### config.mk
export PLATFORM = sky130hd
export DESIGN_NAME = bus_scheduler
export DESIGN_NICKNAME = d
export VERILOG_FILES = /design/src/rtl/bus_pkg.sv /design/src/rtl/rr_arbiter.sv /design/src/rtl/bus_scheduler.sv
export SDC_FILE = /design/constraint.sdc
export NUM_CORES = 1
export LEC_CHECK = 0
export ABC_AREA = 1
export BUFFER_PORTS_ARGS = -buffer_cell sky130_fd_sc_hd__buf_4
export CAP_MARGIN = 15
export CORE_MARGIN = 2
export CORE_UTILIZATION = 45
export DETAILED_ROUTE_END_ITERATION = 16
export PLACE_DENSITY = 0.78
export SLEW_MARGIN = 20
export SYNTH_ARGS = -nofsm -noshare
export SYNTH_HDL_FRONTEND = slang
export SYNTH_SLANG_ARGS = --single-unit
### constraint.sdc
create_clock -name clock -period 2.3 [get_ports clock]
set_input_delay 0.345 -clock clock [delete_from_list [all_inputs] [get_ports clock]]
set_output_delay 0.345 -clock clock [all_outputs]
set_load 0.03 [all_outputs]
### src/rtl/bus_pkg.sv
// Shared definitions for the bus scheduler: sequencing states, engine status
// encodings and response codes returned to requesters.
package bus_pkg;

   typedef enum logic [2:0] {
      IDLE,
      ISSUE,
      ACCEPT,
      WAIT,
      DONE
   } state_t;

   localparam logic [1:0] ST_TX  = 2'd0;
   localparam logic [1:0] ST_RX  = 2'd1;
   localparam logic [1:0] ST_OK  = 2'd2;
   localparam logic [1:0] ST_CRC = 2'd3;

   localparam logic [1:0] RSP_OK      = 2'd0;
   localparam logic [1:0] RSP_CRC     = 2'd1;
   localparam logic [1:0] RSP_TIMEOUT = 2'd2;

endpackage

### src/rtl/rr_arbiter.sv
// Combinational round-robin search: first set request at or above ptr,
// wrapping around to bit 0.
module rr_arbiter #(
   parameter int N_REQ = 4
) (
   input  logic [N_REQ-1:0] req,
   input  logic [2:0]       ptr,
   output logic             vld,
   output logic [2:0]       idx
);

   logic [N_REQ-1:0] rot;
   logic [3:0]       sum;

   always_comb begin
      // Rotate so bit 0 of rot is requester ptr; the lowest set bit wins.
      rot = N_REQ'({req, req} >> ptr);
      vld = |req;
      sum = '0;
      for (int i = N_REQ - 1; i >= 0; i--) begin
         if (rot[i]) sum = {1'b0, ptr} + 4'(i);
      end
      if (sum >= 4'(N_REQ)) sum = sum - 4'(N_REQ);
      idx = sum[2:0];
   end

endmodule

### src/rtl/bus_scheduler.sv
// Round-robin sharing of one bus transaction engine between N_REQ requesters,
// with CRC retry, per-attempt timeout and a one-hot completion pulse.
module bus_scheduler #(
   parameter int N_REQ     = 4,
   parameter int MAX_RETRY = 2,
   parameter int TIMEOUT   = 1023,
   parameter int TO_W      = 10
) (
   input  logic               clock,
   input  logic               reset,
   input  logic [N_REQ-1:0]   req,
   input  logic [8*N_REQ-1:0] req_cmd,
   output logic [N_REQ-1:0]   done,
   output logic [7:0]         rsp_data,
   output logic [1:0]         rsp_err,
   output logic               busy,
   output logic [2:0]         grant_id,
   output logic               ctrl_enable,
   output logic [7:0]         ctrl_cmd,
   input  logic [1:0]         ctrl_status,
   input  logic [7:0]         ctrl_data
);
   import bus_pkg::*;

   state_t            state;
   logic [2:0]        rr_ptr;
   logic [2:0]        retry_cnt;
   logic [TO_W-1:0]   to_cnt;
   logic              arb_vld;
   logic [2:0]        arb_idx;
   logic [7:0]        sel_cmd;
   logic [N_REQ-1:0]  grant_oh;
   logic [2:0]        ptr_nx;
   logic              to_hit;

   rr_arbiter #(.N_REQ(N_REQ)) u_arb (
      .req (req),
      .ptr (rr_ptr),
      .vld (arb_vld),
      .idx (arb_idx)
   );

   always_comb begin
      sel_cmd  = '0;
      grant_oh = '0;
      for (int i = 0; i < N_REQ; i++) begin
         if (arb_idx == 3'(i)) sel_cmd = req_cmd[i*8 +: 8];
         grant_oh[i] = (grant_id == 3'(i));
      end
      ptr_nx = (grant_id == 3'(N_REQ - 1)) ? 3'd0 : grant_id + 3'd1;
      to_hit = (to_cnt == TO_W'(TIMEOUT));
   end

   always_ff @(posedge clock or posedge reset) begin
      if (reset) begin
         state       <= IDLE;
         rr_ptr      <= '0;
         retry_cnt   <= '0;
         to_cnt      <= '0;
         done        <= '0;
         rsp_data    <= '0;
         rsp_err     <= '0;
         busy        <= 1'b0;
         grant_id    <= '0;
         ctrl_enable <= 1'b0;
         ctrl_cmd    <= '0;
      end else begin
         ctrl_enable <= 1'b0;
         done        <= '0;
         case (state)
            IDLE: begin
               if (arb_vld) begin
                  grant_id    <= arb_idx;
                  ctrl_cmd    <= sel_cmd;
                  retry_cnt   <= '0;
                  busy        <= 1'b1;
                  ctrl_enable <= 1'b1;
                  state       <= ISSUE;
               end
            end
            ISSUE: begin
               to_cnt <= '0;
               state  <= ACCEPT;
            end
            ACCEPT: begin
               if (to_hit) begin
                  rsp_err <= RSP_TIMEOUT;
                  done    <= grant_oh;
                  state   <= DONE;
               end else begin
                  to_cnt <= to_cnt + 1'b1;
                  // Leftover OK/CRC from a previous attempt must not count as acceptance.
                  if (ctrl_status == ST_TX || ctrl_status == ST_RX) state <= WAIT;
               end
            end
            WAIT: begin
               if (to_hit) begin
                  rsp_err <= RSP_TIMEOUT;
                  done    <= grant_oh;
                  state   <= DONE;
               end else begin
                  to_cnt <= to_cnt + 1'b1;
                  if (ctrl_status == ST_OK) begin
                     rsp_data <= ctrl_data;
                     rsp_err  <= RSP_OK;
                     done     <= grant_oh;
                     state    <= DONE;
                  end else if (ctrl_status == ST_CRC) begin
                     if (retry_cnt < 3'(MAX_RETRY)) begin
                        retry_cnt   <= retry_cnt + 3'd1;
                        ctrl_enable <= 1'b1;
                        state       <= ISSUE;
                     end else begin
                        rsp_data <= ctrl_data;
                        rsp_err  <= RSP_CRC;
                        done     <= grant_oh;
                        state    <= DONE;
                     end
                  end
               end
            end
            DONE: begin
               busy   <= 1'b0;
               rr_ptr <= ptr_nx;
               state  <= IDLE;
            end
            default: state <= IDLE;
         endcase
      end
   end

endmodule

# Yosys cells after proc, flatten, opt, wreduce, memory -nomap -nowiden
# Index checks and enable logic that the tools add are counted.
[classes]
addsub = 7
magnitude_cmp = 2
n_eq_ne = 25
n_shift = 1
n_mux = 49
bitwise_logic = 1
reduce_logical = 19
[ops]
columns = ["operator", "count"]
rows = [
  ["8-bit 2-to-1 mux", 7],
  ["3-bit 2-to-1 mux", 14],
  ["4-bit 2-to-1 mux", 9],
  ["10-bit one-hot mux with 2 select lines", 1],
  ["3-bit by 2-bit == test with 1-bit output (second input constant)", 6],
  ["2-bit != test (second input constant)", 8],
  ["3-bit one-hot mux with 4 select lines", 1],
  ["10-bit by 1-bit adder with 10-bit output (second input constant)", 1],
  ["10-bit == test (second input constant)", 1],
  ["10-bit 2-to-1 mux", 1],
  ["2-bit 2-to-1 mux", 5],
  ["2-bit nonzero test", 5],
  ["3-bit by 1-bit == test with 1-bit output (second input constant)", 3],
  ["3-bit zero test", 3],
  ["3-bit by 2-bit adder with 4-bit output (second input constant)", 2],
  ["4-bit != test (second input constant)", 2],
  ["4-bit one-hot mux with 2 select lines", 1],
  ["4-bit AND reduction", 2],
  ["8-bit by 3-bit >> shifter with 4-bit output", 1],
  ["3-bit by 1-bit adder with 3-bit output (second input constant)", 2],
  ["1-bit 2-to-1 mux", 6],
  ["3-bit one-hot mux with 2 select lines", 1],
  ["2-bit AND reduction", 3],
  ["6-bit AND reduction", 1],
  ["other kinds (16)", 18],
]
[totals]
reg_bits = 46
in_bits = 48
output_inout_bits = 27
word_cells = 115

# Longest topological paths before layout
[logic_depth]
word_depth = 12
ltp_mapped = 18
mapped_depth_nobuf = 17

# Hierarchy
# From an unflattened synthesis, not the netlist that was laid out.
[unflattened]
hier_cells = 352
area_unflattened_um2 = 2846.5
[modules_own_cells]
columns = ["module", "instances", "cells_per_inst", "area_per_inst_um2", "seq_area_each_um2"]
rows = [
  ["bus_scheduler", 1, 289, 2459.9, 1151.1],
  ["rr_arbiter", 1, 63, 386.6, 0.0],
]

# Worst setup path before layout
# OpenSTA, ideal clock, no wires.
[synth_timing]
path_type = "register to register"
from = "register rr_ptr[0]"
to = "register ctrl_cmd[0]"
setup_time_ps = 117
arrival_ps = 1591
required_time_ps = 2183
path_slack_ps = 592
stages_incl_launch_ff = 14
path_buffers = 2
synth_period_minus_slack_ps = 1708
path_cell_list = "dfrtp_1 -> buf_6 -> or2_4 -> nand3_1 -> nand2_1 -> nand3_1 -> nand3_1 -> nand2_1 -> nand2_2 -> buf_4 -> o211ai_1 -> nand3_1 -> nand2_1 -> nand2_1"
[synth_via]
elab_chain_len = 12
[synth_lines]
columns = ["item", "line_no", "source"]
rows = [
  ["start, declared", "bus_scheduler.sv:26", "logic [2:0] rr_ptr;"],
  ["start signal, assigned", "bus_scheduler.sv:124", "rr_ptr <= ptr_nx;"],
  ["3-bit by 2-bit adder with 4-bit output or 8-bit by 3-bit >> shifter with 4-bit output (tied branches)", "rr_arbiter.sv:21, rr_arbiter.sv:17", ""],
  ["4-bit 2-to-1 mux (3 in series)", "rr_arbiter.sv:21", "if (rot[i]) sum = {1'b0, ptr} + 4'(i);"],
  ["4-bit 2-to-1 mux *", "rr_arbiter.sv:21", ""],
  ["4-bit by 3-bit >= comparator with 1-bit output or 3-bit subtractor (tied branches)", "rr_arbiter.sv:23", "if (sum >= 4'(N_REQ)) sum = sum - 4'(N_REQ);"],
  ["3-bit 2-to-1 mux *", "rr_arbiter.sv:23", ""],
  ["3-bit zero test", "bus_scheduler.sv:47", "if (arb_idx == 3'(i)) sel_cmd = req_cmd[i*8 +: 8];"],
  ["8-bit 2-to-1 mux (3 in series)", "bus_scheduler.sv:47", ""],
  ["8-bit 2-to-1 mux *", "bus_scheduler.sv:47", ""],
  ["end signal, assigned", "bus_scheduler.sv:74", "ctrl_cmd <= sel_cmd;"],
  ["end, declared", "bus_scheduler.sv:19", "output logic [7:0] ctrl_cmd,"],
]
# Every way passes the cells marked *; elsewhere a longest branch is shown, timed or not.
# A chain may end at the register's enable or synchronous reset.

# Worst setup path after layout
# Same ends and word-level chain as after synthesis.

==> metrics.txt <==
max-cap viol count 0; placement-stage cell area 0.00338 mm²; Yosys top cell area share 42.0%; initial antenna violation count 0; die height 82.0 µm; Synth top cells by count nand2_1, dfrtp_1, nand3_1; DR pass1 iterations 4; CTS tree done; core area 0.00589 mm²; GRT overflow 0; Reg2Reg Setup Slack 0.30 ns; setup_tns 0 ns; pwr/cell area 1370 mW/mm²; layout cell share with drive strength beyond 1 29.2%; M1 GR Usage 23.6%; P_sw 2.35 mW; chip width 82.0 µm; routing usage on met3 3.63%; Inserted Diodes 0; Slowest-stage cell, CP dfrtp_2; All-Layer GR Usage 19.1%; WP data arrival 2.24 ns; Post-synth top flop dfrtp_1; Residual DRC 0; Leak 1.82 nW; register area share after synthesis 42.0%; total number of vias 2,505; most frequent cell after synthesis nand2_1; Worst Hold Class in2async; Fillers 548; Gate Count Post-Synth 344; drt via density 5.01; NumNets Final 483; critical path class reg2reg; crit path time final 2.00 ns; Final setup viols 0; Cell Rows 28; Internal 2.39 mW; Clock Tree Root clkbuf_8; CTS Buffer Depth 2; RSZ-0062 raised after global routing no; switch share 49.6%; Clock Skew 0.00961 ns; Crit Path Max Fanout 11; synthesis-to-layout area growth 26.5%; total CTS buffers 5; worst r2r path cells 12; routability congestion estimate from global placement 0.864; port bufs 74; RR Startpoint rr_ptr[0]; number of H-tree levels 2; antenna-violating nets left 0; Worst R2R End ctrl_cmd[0]; largest net degree at the start of global routing 34; Reg clk slew, reported paths 0.08 ns; maximum vdd drop 0.000624 V; Worst-Margin Slew 0.542 ns; clk sink count 46; period utilization 87.1%; slew margin rel. 63.8%; Synth cell types 36; drt total wl 6.08 mm; CP top delay family simple AND/OR/NAND/NOR gates; DP HPWL 4.78 mm; status finished clean; FF+latch count, synth 46; most used cell along the critical path nand2_1; die area 0.00673 mm²; IO Count 75; Initial DRC Count 67; combinational share of power 62.6%; worst path required time 2.54 ns; Critical Path, Cell by Cell or2_4 > nand3_1 > nand2_1 > nand2_1 > nand2_1 > nand2_1 > nand2_2 > nor2_2 > nand3_1 > nand3_1 > nand2_1 > nand2_1; Reg power frac 27.8%; final instance area 0.00347 mm²; Worst Setup Start Kind register; number of global-route vias before repair 2,414; Avg Cell Area, Syn 7.96 µm²; number of flops mapped to enable cells by yosys 0; CP endpoint kind register; asr flop ratio synth 100%; Pins Over Slew Limit 0; Clk network pwr share 9.6%; worst-skew pair later-pin latency 0.29 ns; biggest area consumer among synthesized cells dfrtp_1; # Post-CTS Setup Buffers 0; fmax 0.499 GHz; Ys Warns 0; synthesized cell area 0.00274 mm²; worst path bufs/invs 0; grt peak-use layer met2; DR WL/cell 12.2 µm; Critical Path Max Stage Delay 0.50 ns; Final Hold Viols 0; first-pass GRT wire length 10.0 mm; met2 Use GR 33.2%; Initial Utilization 46.5%; ranking of synthesized cells by area dfrtp_1, nand2_1, nand3_1; Synthesized Nets 402
## cells by family after synthesis
logic type,share of synthesized area [%]
adder cells (fa/ha/maj),4.57
AND/OR/NAND/NOR,30.4
buffers and inverters,8.86
AO/OA/AOI/OAI,10.2
multiplexers,3.29
flip-flops,42.0
XOR/XNOR,0.640
## power by group through the flow
stage	registers, mW	clock network (mW)	logic [mW]
5_1_grt	1.35	0.500	3.33
3_5_place_dp	1.33	0	2.96
3_3_place_gp	1.32	0	2.91
2_1_floorplan	1.63	0	1.91
6_report	1.32	0.454	2.97
4_1_cts	1.31	0.466	2.97
## cells in the final DEF (no fill, tap or decap), drive strengths merged
master  instances
nor2           25
or2             2
xnor2           1
nand3b          8
clkbuf          7
clkinv          1
inv            45
nand4           1
ha             10
a211oi          1
a31oi           1
xor2            1
nand3          45
mux2            8
nand2          88
a41oi           1
nor3            5
buf            82
o21ai          23
a21o            1
a21oi          10
dfrtp          46
o211ai          8
o21a            1
nor4            1
nor3b           2
a32oi           1
## worst max-delay path by stage
stage / start / endpoint / depth (start not counted)
after floorplan: rr_ptr[0] / ctrl_cmd[0] / 13
after global placement: rr_ptr[0] / ctrl_cmd[4] / 11
after detailed placement: rr_ptr[0] / ctrl_cmd[4] / 12
after CTS: rr_ptr[0] / ctrl_cmd[4] / 12
after global routing: rr_ptr[0] / ctrl_cmd[4] / 14
final: rr_ptr[0] / ctrl_cmd[0] / 12
## per-stage QoR
stage	worst slack [ns]	instances	hold WS, ns	power [mW]	utilization (%)
global placement	0.207	493	0.468	4.23	57.4
finish	0.297	500	0.0789	4.74	58.9
detailed placement	0.158	493	0.415	4.29	57.5
CTS	0.140	500	0.0989	4.75	58.8
global route	0.0533	500	0.122	5.18	58.9
floorplan	0.592	344	0.465	3.54	-
## registers in the layout (all words and copies together), names as in the netlist
name and flops:
ctrl_cmd 8, busy 1, rsp_err 2, done 4, state 3, grant_id 3, retry_cnt 3, ctrl_enable 1
to_cnt 10, rsp_data 8, rr_ptr 3
## per-layer routing
layer,vias to the layer above,routed length [µm]
met4,0,95
met3,9,346
met1,1135,2720
met5,-,0
li1,1287,-
met2,74,2920
## layout make-up
type	count	area [µm²]	share of cell area, %
repair buffers	82	616	17.8
multi-input cells	244	1350	39.0
flip-flops and latches	46	1150	33.3
inverters	46	176	5.09
well taps	75	93.8	2.71
clock buffers	7	76.3	2.20
## repair_timing
item / in CTS / in global routing
gates resized for setup: 0 / 3
endpoints found under the hold margin: 0 / 0
endpoints found under the setup margin: 0 / 8
hold buffers: 0 / 0
Power figures use the tool's default switching activity.
